===== src/rtl/pixgen_pkg.sv =====
// Shared encodings for the pattern stream generator: pattern modes, FSM states, colour-bar constants.
// Border forcing is controlled by the PIXGEN_BORDER_EN macro in pattern_pixel.
package pixgen_pkg;

    localparam logic [1:0] MODE_GRADIENT = 2'd0;
    localparam logic [1:0] MODE_BARS     = 2'd1;
    localparam logic [1:0] MODE_CHECKER  = 2'd2;
    localparam logic [1:0] MODE_SOLID    = 2'd3;

    localparam logic [1:0] ST_IDLE   = 2'd0;
    localparam logic [1:0] ST_LOAD   = 2'd1;
    localparam logic [1:0] ST_STREAM = 2'd2;

    // Bars run white..black left to right: bar k shows colour index 7-k as {r,g,b} bits.
    localparam int         BAR_COUNT       = 8;
    localparam logic [2:0] BAR_FIRST_COLOR = 3'd7;

endpackage


===== src/rtl/pattern_pixel.sv =====
// Combinational pixel colour for one (x, y) position under the selected pattern.
// Define PIXGEN_BORDER_EN to force the outermost rows/columns of the frame to all-ones.
module pattern_pixel
    import pixgen_pkg::*;
#(
    parameter int X_SIZE     = 640,
    parameter int Y_SIZE     = 480,
    parameter int COLOR_W    = 8,
    parameter int CHECK_LOG2 = 5,
    parameter int X_W        = 10,
    parameter int Y_W        = 9
) (
    input  logic [X_W-1:0]       x,
    input  logic [Y_W-1:0]       y,
    input  logic [1:0]           mode,
    input  logic [3*COLOR_W-1:0] color,
    input  logic [COLOR_W-1:0]   frame_off,
    output logic [3*COLOR_W-1:0] pix
);

    localparam int BAR_W = (X_SIZE / BAR_COUNT > 0) ? X_SIZE / BAR_COUNT : 1;
    localparam logic [COLOR_W-1:0] ONES = '1;
    localparam logic [COLOR_W-1:0] ZERO = '0;

    logic [2:0] bar_k;
    logic [2:0] bar_c;

    always_comb begin
        pix   = '0;
        bar_k = (32'(x) / BAR_W > 32'd7) ? 3'd7 : 3'(32'(x) / BAR_W);
        bar_c = BAR_FIRST_COLOR - bar_k;
        case (mode)
            MODE_GRADIENT: pix = {COLOR_W'(32'(x) + 32'(frame_off)),
                                  COLOR_W'(32'(y) + 32'(frame_off)),
                                  COLOR_W'(32'(x) + 32'(y) + 32'(frame_off))};
            MODE_BARS:     pix = {bar_c[2] ? ONES : ZERO,
                                  bar_c[1] ? ONES : ZERO,
                                  bar_c[0] ? ONES : ZERO};
            MODE_CHECKER:  pix = ((((32'(x) ^ 32'(y)) >> CHECK_LOG2) & 32'd1) != 32'd0) ? color : '0;
            default:       pix = color;
        endcase
`ifdef PIXGEN_BORDER_EN
        if (x == '0 || 32'(x) == X_SIZE - 1 || y == '0 || 32'(y) == Y_SIZE - 1) begin
            pix = '1;
        end
`endif
    end

endmodule


===== src/rtl/pattern_stream_gen.sv =====
// Frame-based AXI4-Stream test-pattern source (tuser=SOF, tlast=EOL) with config shadowed at frame start.
// Optional border forcing via PIXGEN_BORDER_EN (see pattern_pixel).
module pattern_stream_gen
    import pixgen_pkg::*;
#(
    parameter int X_SIZE       = 640,
    parameter int Y_SIZE       = 480,
    parameter int PIX_PER_BEAT = 1,
    parameter int COLOR_W      = 8,
    parameter int CHECK_LOG2   = 5
) (
    input  logic                                  out_stream_aclk,
    input  logic                                  periph_reset,
    input  logic                                  cfg_enable,
    input  logic [1:0]                            cfg_mode,
    input  logic [3*COLOR_W-1:0]                  cfg_color,
    output logic [PIX_PER_BEAT*3*COLOR_W-1:0]     out_stream_tdata,
    output logic [PIX_PER_BEAT*3*COLOR_W/8-1:0]   out_stream_tkeep,
    output logic                                  out_stream_tlast,
    output logic                                  out_stream_tuser,
    output logic                                  out_stream_tvalid,
    input  logic                                  out_stream_tready,
    output logic [15:0]                           status_frame_cnt,
    output logic                                  status_busy
);

    localparam int PIX_W   = 3 * COLOR_W;
    localparam int DATA_W  = PIX_PER_BEAT * PIX_W;
    localparam int X_BEATS = X_SIZE / PIX_PER_BEAT;
    localparam int XB_W    = (X_BEATS > 1) ? $clog2(X_BEATS) : 1;
    localparam int X_W     = (X_SIZE > 1) ? $clog2(X_SIZE) : 1;
    localparam int Y_W     = (Y_SIZE > 1) ? $clog2(Y_SIZE) : 1;
    localparam logic [XB_W-1:0] XB_LAST = XB_W'(X_BEATS - 1);
    localparam logic [Y_W-1:0]  Y_LAST  = Y_W'(Y_SIZE - 1);

    logic [1:0]         state_q, state_d;
    logic [XB_W-1:0]    x_beat_q, x_beat_d;
    logic [Y_W-1:0]     y_q, y_d;
    logic [1:0]         mode_q, mode_d;
    logic [PIX_W-1:0]   color_q, color_d;
    logic [COLOR_W-1:0] frame_off_q, frame_off_d;
    logic [15:0]        frame_cnt_q, frame_cnt_d;
    logic               tvalid_q, tvalid_d;
    logic               tlast_q, tlast_d;
    logic               tuser_q, tuser_d;
    logic [DATA_W-1:0]  tdata_q, tdata_d;

    logic               accept;
    logic               line_end;
    logic               frame_end;
    logic [XB_W-1:0]    nxt_xb;
    logic [Y_W-1:0]     nxt_y;
    logic [XB_W-1:0]    gen_xb;
    logic [Y_W-1:0]     gen_y;
    logic [1:0]         gen_mode;
    logic [PIX_W-1:0]   gen_color;
    logic [COLOR_W-1:0] gen_off;
    logic [DATA_W-1:0]  gen_data;

    assign accept    = tvalid_q & out_stream_tready;
    assign line_end  = (x_beat_q == XB_LAST);
    assign frame_end = line_end && (y_q == Y_LAST);
    assign nxt_xb    = line_end ? '0 : x_beat_q + 1'b1;
    assign nxt_y     = line_end ? y_q + 1'b1 : y_q;

    // The generator always computes the beat that will be registered next:
    // beat 0 from live config during LOAD, otherwise the successor of the beat on the bus.
    always_comb begin
        if (state_q == ST_LOAD) begin
            gen_xb    = '0;
            gen_y     = '0;
            gen_mode  = cfg_mode;
            gen_color = cfg_color;
            gen_off   = COLOR_W'(frame_cnt_q);
        end else begin
            gen_xb    = nxt_xb;
            gen_y     = nxt_y;
            gen_mode  = mode_q;
            gen_color = color_q;
            gen_off   = frame_off_q;
        end
    end

    for (genvar i = 0; i < PIX_PER_BEAT; i++) begin : g_pix
        logic [X_W-1:0] px;
        assign px = X_W'(32'(gen_xb) * PIX_PER_BEAT + i);

        pattern_pixel #(
            .X_SIZE     (X_SIZE),
            .Y_SIZE     (Y_SIZE),
            .COLOR_W    (COLOR_W),
            .CHECK_LOG2 (CHECK_LOG2),
            .X_W        (X_W),
            .Y_W        (Y_W)
        ) u_pix (
            .x         (px),
            .y         (gen_y),
            .mode      (gen_mode),
            .color     (gen_color),
            .frame_off (gen_off),
            .pix       (gen_data[i*PIX_W +: PIX_W])
        );
    end

    always_comb begin
        state_d     = state_q;
        x_beat_d    = x_beat_q;
        y_d         = y_q;
        mode_d      = mode_q;
        color_d     = color_q;
        frame_off_d = frame_off_q;
        frame_cnt_d = frame_cnt_q;
        tvalid_d    = tvalid_q;
        tlast_d     = tlast_q;
        tuser_d     = tuser_q;
        tdata_d     = tdata_q;
        case (state_q)
            ST_IDLE: begin
                if (cfg_enable) state_d = ST_LOAD;
            end
            ST_LOAD: begin
                mode_d      = cfg_mode;
                color_d     = cfg_color;
                frame_off_d = COLOR_W'(frame_cnt_q);
                x_beat_d    = '0;
                y_d         = '0;
                tvalid_d    = 1'b1;
                tuser_d     = 1'b1;
                tlast_d     = (X_BEATS == 1);
                tdata_d     = gen_data;
                state_d     = ST_STREAM;
            end
            ST_STREAM: begin
                if (accept) begin
                    if (frame_end) begin
                        tvalid_d    = 1'b0;
                        tlast_d     = 1'b0;
                        tuser_d     = 1'b0;
                        x_beat_d    = '0;
                        y_d         = '0;
                        frame_cnt_d = frame_cnt_q + 16'd1;
                        state_d     = cfg_enable ? ST_LOAD : ST_IDLE;
                    end else begin
                        x_beat_d = nxt_xb;
                        y_d      = nxt_y;
                        tdata_d  = gen_data;
                        tuser_d  = 1'b0;
                        tlast_d  = (nxt_xb == XB_LAST);
                    end
                end
            end
            default: state_d = ST_IDLE;
        endcase
    end

    always_ff @(posedge out_stream_aclk or posedge periph_reset) begin
        if (periph_reset) begin
            state_q     <= ST_IDLE;
            x_beat_q    <= '0;
            y_q         <= '0;
            mode_q      <= '0;
            color_q     <= '0;
            frame_off_q <= '0;
            frame_cnt_q <= '0;
            tvalid_q    <= 1'b0;
            tlast_q     <= 1'b0;
            tuser_q     <= 1'b0;
            tdata_q     <= '0;
        end else begin
            state_q     <= state_d;
            x_beat_q    <= x_beat_d;
            y_q         <= y_d;
            mode_q      <= mode_d;
            color_q     <= color_d;
            frame_off_q <= frame_off_d;
            frame_cnt_q <= frame_cnt_d;
            tvalid_q    <= tvalid_d;
            tlast_q     <= tlast_d;
            tuser_q     <= tuser_d;
            tdata_q     <= tdata_d;
        end
    end

    assign out_stream_tdata  = tdata_q;
    assign out_stream_tkeep  = '1;
    assign out_stream_tlast  = tlast_q;
    assign out_stream_tuser  = tuser_q;
    assign out_stream_tvalid = tvalid_q;
    assign status_frame_cnt  = frame_cnt_q;
    assign status_busy       = (state_q == ST_LOAD) || (state_q == ST_STREAM);

endmodule


===== config.mk =====
export PLATFORM = sky130hd
export DESIGN_NAME = pattern_stream_gen
export DESIGN_NICKNAME = d
export VERILOG_FILES = /design/src/rtl/pixgen_pkg.sv /design/src/rtl/pattern_pixel.sv /design/src/rtl/pattern_stream_gen.sv
export SDC_FILE = /design/constraint.sdc
export NUM_CORES = 1
export LEC_CHECK = 0
export CAP_MARGIN = 10
export CORE_UTILIZATION = 40
export DETAILED_ROUTE_END_ITERATION = 7
export PLACE_DENSITY = 0.6
export SETUP_SLACK_MARGIN = 0.05
export SLEW_MARGIN = 30
export SYNTH_ARGS = -nofsm -noshare
export SYNTH_HDL_FRONTEND = slang
export SYNTH_SLANG_ARGS = --single-unit

===== constraint.sdc =====
create_clock -name out_stream_aclk -period 9 [get_ports out_stream_aclk]
set_clock_uncertainty 0.15 [all_clocks]
set_input_delay 1.35 -clock out_stream_aclk [delete_from_list [all_inputs] [get_ports out_stream_aclk]]
set_output_delay 1.35 -clock out_stream_aclk [all_outputs]
set_load 0.02 [all_outputs]

==> qor.yml <==
cts:
  clkTransAtPathRegs_ns: 0.07
  cts-resized-gates: 0
  htree_levels: 3
  clk_latency_ns: 0.35
  ctsHoldBuffers: 0
  cts_tree: "built"
  cts.sinks: 98
  root_buffer: "clkbuf_16"
  numCtsBuffers: 9
  cts_setup_buffers: 0
  clock_path_buffers: 2
run_status:
  outcome: "complete, no violations"
final_layout:
  final_layout_size_suffix_gt1_share_pct: 10.3
  fillCellCount: 1443
  synthToLayoutAreaGrowth_pct: 18.6
  nets: 790
  postLayoutCellArea_um2: 7570
  diodes: 0
setup_path:
  worstSetupEndpointType: "register"
  cp.arrival_ns: 5.05
  critical_path_class: "reg2reg"
  crit_fanout: 14
  critPathLaunchType: "register"
  worstPathRequired_ns: 9.05
route:
  vias_per_cell: 5.57
  ant_nets: 0
  first_pass_iters: 5
  postRouteWirelength_um: 16600
  wire_per_inst_um: 17.6
  drt_first_iter_violations: 325
  drc_errors: 0
  vias: 5229
floorplan:
  core_um2: 15400
  start_util_pct: 41.5
  die_w_um: 128
  row_count: 45
  die-area_um2: 16500
  die-height_um: 128
  io_pins: 77
logic_synthesis:
  synth_xor_area_share_pct: 6.86
  yosysTopAreaCell: "dfrtp_1"
  synthSimpleGateAreaFrac_pct: 15.9
  synth_top_family_by_area: "compound AO/OA/AOI/OAI gates"
  synth_seq_cells: 98
  synth_cells: 675
  synthesis.area_um2: 6390
  synth_ff_type: "dfrtp_1"
  async_flop_share_pct: 100
  yosysWarningCount: 0
  yosys-top-cells-count: "98 x dfrtp_1, 64 x nand2_1, 61 x o21ai_0"
  synthTopCellsByArea: "dfrtp_1 38%, ha_1 5.3%, xnor2_1 5.1%"
  synth_compound_area_share_pct: 19.2
  avgSynthCellArea_um2: 9.46
  ys_seq_area_share_pct: 38.4
  synth_mux_area_share_pct: 6.19
  synth_adder_area_share_pct: 8.76
  yosysUniqueCellTypes: 82
  synth_top_area_share_pct: 38.4
  synth_edf_count: 0
  yosysMostFrequentCell: "dfrtp_1"
placement:
  place_congestion: 0.894
  dp_slack_ns: 3.93
  hpwlAfterDp_um: 12400
  port_buffers: 73
  placed_area_um2: 7240
timing:
  final-max-slew-violation-count: 0
  slew_headroom_pct: 46.0
  tightest_slew_ns: 0.810
  fmax_mhz: 200
  fin_crit_ns: 5.00
  fin_crit_sh_pct: 55.6
  fin_ws_ns: 4.00
  hold_viol: 0
  tns_ns: 0
  setup_viol: 0
  rsz0062_at_grt: "no"
global_routing:
  grt_pass1_vias: 5247
  grt.overflow.total: 0
  antenna_found_initial: 0
  grt_pass1_wl_um: 27300
  gr-usage-all-layers_pct: 21.2
  grt_max_degree: 51
pwr:
  p_sw_mw: 0.773
  cellInternalPower_mw: 1.15
  pwr-share-comb_pct: 45.6
  p_sw_share_pct: 40.1
  powerDensity_nw_per_um2: 255
  leakagePower_nw: 3.23
  max-vdd-ir-drop_mv: 0.108
  power_mw: 1.93
  pwr-share-seq_pct: 32.3
  p_clk_share_pct: 22.1
hold_path:
  hold_path.class: "reg2reg"
run:
  cap_violations: 0
power groups by stage:
| stage | registers [mW] | clock network, mW | logic, mW |
|---|---|---|---|
| after global routing | 0.636 | 0.454 | 0.966 |
| after floorplan | 0.677 | 0 | 0.532 |
| after detailed placement | 0.632 | 0 | 0.876 |
| after CTS | 0.624 | 0.437 | 0.880 |
| after global placement | 0.627 | 0 | 0.861 |
| final | 0.622 | 0.426 | 0.879 |
final cells by class:
type | instances | area [um^2] | share of cell area (%)
clock buffers | 11 | 243 | 3.21
clock inverters | 5 | 85.1 | 1.12
inverters | 27 | 104 | 1.37
multi-input cells | 510 | 3660 | 48.4
flip-flops and latches | 98 | 2450 | 32.4
well taps | 211 | 264 | 3.49
repair buffers | 77 | 761 | 10.0
critical path: stages (launching register included):
cell and delay [ns]:
dfrtp_1 0.48, ha_1 0.38, and3b_1 0.24, and4_1 0.53, nand2_1 0.13, a21oi_1 0.38, fa_1 0.50, ha_1 0.24
fa_1 0.40, a21o_1 0.19, a21oi_1 0.23, o21bai_1 0.09, a21oi_1 0.17, xnor2_1 0.15, xnor2_1 0.15, xnor2_1 0.10
a22oi_1 0.19, a41oi_2 0.14
per-layer routing:
metal	global-route usage [%]	up-vias	part of all wire, %
met2	35.1	106	48
met1	28.3	2606	46
met5	0	-	0
met4	5.54	0	1.2
met3	4.41	13	4.3
li1	-	2504	-
flip-flops by register name, indices dropped and copies added (netlist names):
name               count
out_stream_tdata      24
out_stream_tlast       1
color_q               24
out_stream_tvalid      1
status_frame_cnt      16
y_q                    9
state_q                2
mode_q                 2
x_beat_q              10
out_stream_tuser       1
frame_off_q            8
through the flow:
| step | hold slack [ns] | std cells | util, % |
|---|---|---|---|
| finish | 0.320 | 939 | 49.3 |
| global route | 0.357 | 939 | 49.3 |
| CTS | 0.329 | 939 | 49.2 |
| detailed placement | 0.314 | 923 | 47.1 |
| global placement | 0.304 | 923 | 47.1 |
| floorplan | 0.315 | 677 | - |
placed cells by master (no fill, tap or decap), types with 8 or more instances in the layout:
master / n
dfrtp_1: 98
clkdlybuf4s50_1: 73
nand2_1: 63
o21ai_0: 61
nor2_1: 47
xnor2_1: 37
a21oi_1: 30
mux2_2: 28
ha_1: 26
inv_1: 25
nand3_1: 23
xor2_1: 13
fa_1: 10
nand4_1: 9
a22oi_1: 9
clkbuf_16: 9
mux2i_1: 8
nor3_1: 8
o22ai_1: 8
kinds of logic after synthesis:
kind of cell	after synthesis
AOI/OAI and AO/OA	180
xor gates and xnor gates	50
adders and majority gates	39
buffers and inverters	69
DFF	98
muxes	36
other	1
and+or+nand+nor	202
worst paths after layout:
path / start / endpoint / slack (ns) / depth (start not counted)
min in group asynchronous: periph_reset / out_stream_tdata[12] / 1.28 / 2
max in group asynchronous: periph_reset / x_beat_q[2] / 6.33 / 3
hold / removal: out_stream_tdata[10] / out_stream_tdata[10] / 0.32 / 2
setup reg to reg: x_beat_q[0] / out_stream_tdata[7] / 4.00 / 17
setup / recovery: x_beat_q[0] / out_stream_tdata[7] / 4.00 / 17
hold reg to reg: out_stream_tdata[10] / out_stream_tdata[10] / 0.32 / 2
Note: power is estimated with default switching activity, not from simulation.
